==> src/rtl/sig_edge_mon.sv <==
`default_nettype none
// ============================================================================
// Module   : sig_edge_mon
// Purpose  : Multi-channel debounced edge monitor. Each channel runs a
//            4-state debounce FSM and produces a stable level, one-cycle
//            rise/fall pulses and a rising-edge event counter. A global
//            free-running timestamp counter is kept alongside.
// Options  : SIG_EDGE_MON_CNT_SAT_EN - when defined, event counters
//            saturate at all-ones instead of wrapping.
// Revision : 1.0 - initial release
// ============================================================================
module sig_edge_mon #(
    parameter int CH_NUM = 4,
    parameter int CNT_W  = 16,
    parameter int DB_CYC = 4
) (
    input  logic                    mclk,
    input  logic                    mreset,
    input  logic                    en,
    input  logic                    clr,
    input  logic [CH_NUM-1:0]       din,
    output logic [CH_NUM-1:0]       dout_stable,
    output logic [CH_NUM-1:0]       rise_pls,
    output logic [CH_NUM-1:0]       fall_pls,
    output logic [CH_NUM*CNT_W-1:0] evt_cnt,
    output logic [CNT_W-1:0]        ts_cnt
);

    typedef enum logic [1:0] {
        ST_IDLE     = 2'd0,
        ST_RISE_CHK = 2'd1,
        ST_HIGH     = 2'd2,
        ST_FALL_CHK = 2'd3
    } state_t;

    // Value db_cnt holds on the sample that completes a debounce window.
    localparam logic [7:0]       c_DB_LAST = 8'(DB_CYC - 1);
    localparam logic [CNT_W-1:0] c_CNT_MAX = {CNT_W{1'b1}};

    logic [CNT_W-1:0] r_ts_cnt;

    genvar i;
    generate
        for (i = 0; i < CH_NUM; i++) begin : g_ch
            state_t           r_state;
            state_t           w_state_nxt;
            logic [7:0]       r_db_cnt;
            logic [7:0]       w_db_nxt;
            logic             w_rise;
            logic             w_fall;
            logic             r_dout;
            logic             r_rise;
            logic             r_fall;
            logic [CNT_W-1:0] r_evt;

            // Debounce next-state: a level change is accepted only after
            // DB_CYC consecutive identical samples; any reversal aborts it.
            always_comb begin
                w_state_nxt = r_state;
                w_db_nxt    = r_db_cnt;
                w_rise      = 1'b0;
                w_fall      = 1'b0;
                case (r_state)
                    ST_IDLE: begin
                        if (din[i]) begin
                            w_state_nxt = ST_RISE_CHK;
                            w_db_nxt    = 8'd1;
                        end
                    end
                    ST_RISE_CHK: begin
                        if (!din[i]) begin
                            w_state_nxt = ST_IDLE;
                            w_db_nxt    = 8'd0;
                        end else if (r_db_cnt == c_DB_LAST) begin
                            w_state_nxt = ST_HIGH;
                            w_db_nxt    = 8'd0;
                            w_rise      = 1'b1;
                        end else begin
                            w_db_nxt    = r_db_cnt + 8'd1;
                        end
                    end
                    ST_HIGH: begin
                        if (!din[i]) begin
                            w_state_nxt = ST_FALL_CHK;
                            w_db_nxt    = 8'd1;
                        end
                    end
                    ST_FALL_CHK: begin
                        if (din[i]) begin
                            w_state_nxt = ST_HIGH;
                            w_db_nxt    = 8'd0;
                        end else if (r_db_cnt == c_DB_LAST) begin
                            w_state_nxt = ST_IDLE;
                            w_db_nxt    = 8'd0;
                            w_fall      = 1'b1;
                        end else begin
                            w_db_nxt    = r_db_cnt + 8'd1;
                        end
                    end
                    default: begin
                        w_state_nxt = ST_IDLE;
                        w_db_nxt    = 8'd0;
                    end
                endcase
            end

            // FSM state and registered level/pulse outputs; en=0 freezes
            // the FSM and squashes pulses.
            always_ff @(posedge mclk) begin
                if (mreset) begin
                    r_state  <= ST_IDLE;
                    r_db_cnt <= 8'd0;
                    r_dout   <= 1'b0;
                    r_rise   <= 1'b0;
                    r_fall   <= 1'b0;
                end else if (en) begin
                    r_state  <= w_state_nxt;
                    r_db_cnt <= w_db_nxt;
                    r_dout   <= (w_state_nxt == ST_HIGH) || (w_state_nxt == ST_FALL_CHK);
                    r_rise   <= w_rise;
                    r_fall   <= w_fall;
                end else begin
                    r_rise   <= 1'b0;
                    r_fall   <= 1'b0;
                end
            end

            // Rising-edge event counter; clr wins over a coincident rise.
            always_ff @(posedge mclk) begin
                if (mreset) begin
                    r_evt <= '0;
                end else if (clr) begin
                    r_evt <= '0;
                end else if (en && w_rise) begin
`ifdef SIG_EDGE_MON_CNT_SAT_EN
                    if (r_evt != c_CNT_MAX) begin
                        r_evt <= r_evt + 1'b1;
                    end
`else
                    r_evt <= r_evt + 1'b1;
`endif
                end
            end

            assign dout_stable[i]           = r_dout;
            assign rise_pls[i]              = r_rise;
            assign fall_pls[i]              = r_fall;
            assign evt_cnt[i*CNT_W +: CNT_W] = r_evt;
        end
    endgenerate

    // Free-running timestamp, always wrapping.
    always_ff @(posedge mclk) begin
        if (mreset) begin
            r_ts_cnt <= '0;
        end else if (clr) begin
            r_ts_cnt <= '0;
        end else if (en) begin
            r_ts_cnt <= r_ts_cnt + 1'b1;
        end
    end

    assign ts_cnt = r_ts_cnt;

endmodule
`default_nettype wire

==> config.mk <==
export PLATFORM = sky130hd
export DESIGN_NAME = sig_edge_mon
export DESIGN_NICKNAME = d
export VERILOG_FILES = /design/src/rtl/sig_edge_mon.sv
export SDC_FILE = /design/constraint.sdc
export NUM_CORES = 1
export LEC_CHECK = 0
export BUFFER_PORTS_ARGS = -buffer_cell sky130_fd_sc_hd__buf_2
export CORE_MARGIN = 2
export CORE_UTILIZATION = 50
export CTS_CLUSTER_SIZE = 28
export DETAILED_ROUTE_END_ITERATION = 8
export GPL_TIMING_DRIVEN = 1
export HOLD_SLACK_MARGIN = 0.12
export PLACE_DENSITY = 0.79
export SLEW_MARGIN = 20
export SYNTH_ARGS = -nofsm -noshare
export SYNTH_HDL_FRONTEND = slang
export SYNTH_SLANG_ARGS = --single-unit
==> constraint.sdc <==
create_clock -name mclk -period 4.8 [get_ports mclk]
set_input_delay 0.48 -clock mclk [delete_from_list [all_inputs] [get_ports mclk]]
set_output_delay 0.48 -clock mclk [all_outputs]
set_load 0.01 [all_outputs]
==> impl_metrics.tcl <==
set metrics [dict create \
    final_nets 829 \
    final_max_slew_viol_count 0 \
    synth_nets 749 \
    finalWorstSetupSlack_ns 2.08 \
    design.portCount 100 \
    yosys-top-cells-count "dfxtp_1, nand2_1, a21oi_1, nand3_1, nor2_1" \
    worst_pin_slew_ns 0.922 \
    synth_area_leader_cell "dfxtp_1" \
    cp-endpoint "g_ch[1].r_evt[9]$_SDFFE_PP0P_" \
    fillers 1080 \
    cts_buffers 17 \
    vias 5898 \
    r2r_setup_slack_ns 2.08 \
    syn-instance-count 732 \
    critPathLaunch "g_ch[1].r_db_cnt[0]$_SDFFE_PP0P_" \
    hold_slack_ns 0.321 \
    dp_cells 961 \
    max_freq_mhz 368 \
    n_antenna_cell 0 \
    cts_resized 0 \
    stdcell_area_mm2 0.00732 \
    clk_pin_slew_worst_paths_ns 0.06 \
    die_y_um 116 \
    place_area_mm2 0.00676 \
    synth_top_area_share_pct 41.3 \
    ant_nets 0 \
    status "finished, final reports clean" \
    synth_area_mm2 0.00625 \
    synth_cell_type_count 57 \
    place_congestion 0.835 \
    drt_pass1_iterations 5 \
    fin_tns_setup_ns 0 \
    setup_viol 0 \
    ys.warnings.count 0 \
    cts_setup_buffers 0 \
    cts_tree "yes" \
    timing.final.hold_violations 0 \
    hpwl_mm 9.43 \
    arrival_ns 3.06 \
    routed_via_density 5.95 \
    drive_gt1_share_pct 17.3 \
    start_kind "register" \
    ys_seq_elements 129 \
    grt_max_degree 48 \
    cp-end-kind "register" \
    synth_seq_area_share_pct 41.3 \
    clockBufferDepth 2 \
    reg2reg_depth 5 \
    core-area_mm2 0.0121 \
    hold_class "in -> reg" \
    clk_latency_ns 0.41 \
    htreeDepth 4 \
    place_ws_ns 2.00 \
    r2r-start "g_ch[1].r_db_cnt[0]$_SDFFE_PP0P_" \
    ys.flop_type "dfxtp_1" \
    crit_fanout 7 \
    maxCapViolCount 0 \
    synth_edf_count 0 \
    critPathRequiredTime_ns 5.14 \
    async_flop_share_pct 0 \
    rows 40 \
    ir_drop_uv 244 \
    routed_wl_mm 14.5 \
    relSlewSlack_pct 38.4 \
    period_share_pct 56.6 \
    drcViolationCount 0 \
    grt_pass1_vias 5287 \
    wire_per_inst_um 14.6 \
    power.density_mw_per_mm2 320 \
    root_buffer "clkbuf_16" \
    clkSinkCount 129 \
    grt_pass1_wl_mm 24.4 \
    grt.total_usage_pct 22.1 \
    critPathKind "reg -> reg" \
    grt.overflow.total 0 \
    start_util_pct 51.6 \
    syn_avg_cell_area_um2 8.54 \
    yosysMostFrequentCell "dfxtp_1" \
    io_buffers 99 \
    min_period_ns 2.72 \
    fin_skew_ns 0.00672 \
    synth_area_leaders "dfxtp_1, or4_1, a21oi_1" \
    area_growth_pct 17.2 \
    postCtsHoldBufs 0 \
    die_w_um 116 \
    p_leak_nw 2.71 \
    timing.rr.end "g_ch[1].r_evt[9]$_SDFFE_PP0P_" \
    dr.first_iter.drc_count 431 \
    rsz0062_at_grt "no" \
    final_cells 991 \
    antenna_found_initial 0 \
    die_area_mm2 0.0134 \
]
-- routing by layer --
layer	wire length [um]	track usage [%]
met1	6790	28.8
met3	689	5.70
met2	6850	36.6
met4	136	6.03
met5	0	0
-- where the power goes --
| group | switching [W] | leakage, nW | internal (W) |
|---|---|---|---|
| clock | 0.000463 | 0.260 | 0.000729 |
| combinational | 0.0000504 | 1.41 | 0.0000182 |
| sequential | 0.00000679 | 1.04 | 0.00108 |
-- worst min path at each step --
| stage | start | endpoint | slack [ns] | depth (start not counted) |
|---|---|---|---|---|
| CTS | din[2] | g_ch[2].r_fall$_SDFF_PP0_ | 0.31 | 2 |
| detailed placement | g_ch[0].r_db_cnt[1]$_SDFFE_PP0P_ | g_ch[0].r_db_cnt[1]$_SDFFE_PP0P_ | 0.47 | 2 |
| global placement | g_ch[1].r_evt[15]$_SDFFE_PP0P_ | g_ch[1].r_evt[15]$_SDFFE_PP0P_ | 0.46 | 2 |
| floorplan | g_ch[0].r_db_cnt[1]$_SDFFE_PP0P_ | g_ch[0].r_db_cnt[1]$_SDFFE_PP0P_ | 0.45 | 2 |
| finish | din[2] | g_ch[2].r_fall$_SDFF_PP0_ | 0.32 | 2 |
| global route | din[2] | g_ch[2].r_fall$_SDFF_PP0_ | 0.31 | 2 |
-- stage by stage --
stage,total power (W),util (%)
final,0.00234,60.4
after global routing,0.00242,60.4
after CTS,0.00236,60.4
after detailed placement,0.00117,55.8
after global placement,0.00117,55.8
after floorplan,0.00115,-
-- kinds of logic (layout without fill, tap and decap cells) --
logic type | Yosys count | count (layout) | share of synthesized area [%]
simple gates | 322 | 322 | 28.5
compound gates | 166 | 166 | 17.0
flops | 129 | 129 | 41.3
buf+inv | 59 | 150 | 4.55
xor+xnor | 37 | 37 | 5.19
mux | 10 | 10 | 1.60
fa+ha+maj | 9 | 9 | 1.80
-- sequential cells by signal (all words and copies together), names as in the netlist --
register	count
g_ch.r_fall	4
g_ch.r_db_cnt	32
ts_cnt	16
g_ch.r_rise	4
g_ch.r_state	8
g_ch.r_evt	64
g_ch.r_dout	1
-- worst max-delay path: stages (launching register included) --
cell and delay (ns):
dfxtp_1 0.37, ha_1 0.25, nor3b_1 0.78, nand3_1 0.48
or4_1 0.62, a21oi_1 0.16
-- area by class of cell --
class	count	area (um^2)	share of cell area (%)
inverters	17	63.8	0.872
clock inverters	10	88.8	1.21
repair buffers	103	526	7.18
well taps	168	210	2.87
clock buffers	20	457	6.24
multi-input cells	544	3390	46.4
flip-flops and latches	129	2580	35.3
-- cell usage in the layout (no fill, tap or decap), types with 19 or more instances in the layout --
cell       n
dfxtp_1  129
nand3_1   53
xnor2_1   24
nand2_1   60
nor3_1    19
buf_2     99
a21oi_1   55
or4_1     40
nand4_1   29
o31ai_1   31
nor2_1    50
o21ai_0   23
Power figures use the tool's default switching activity.
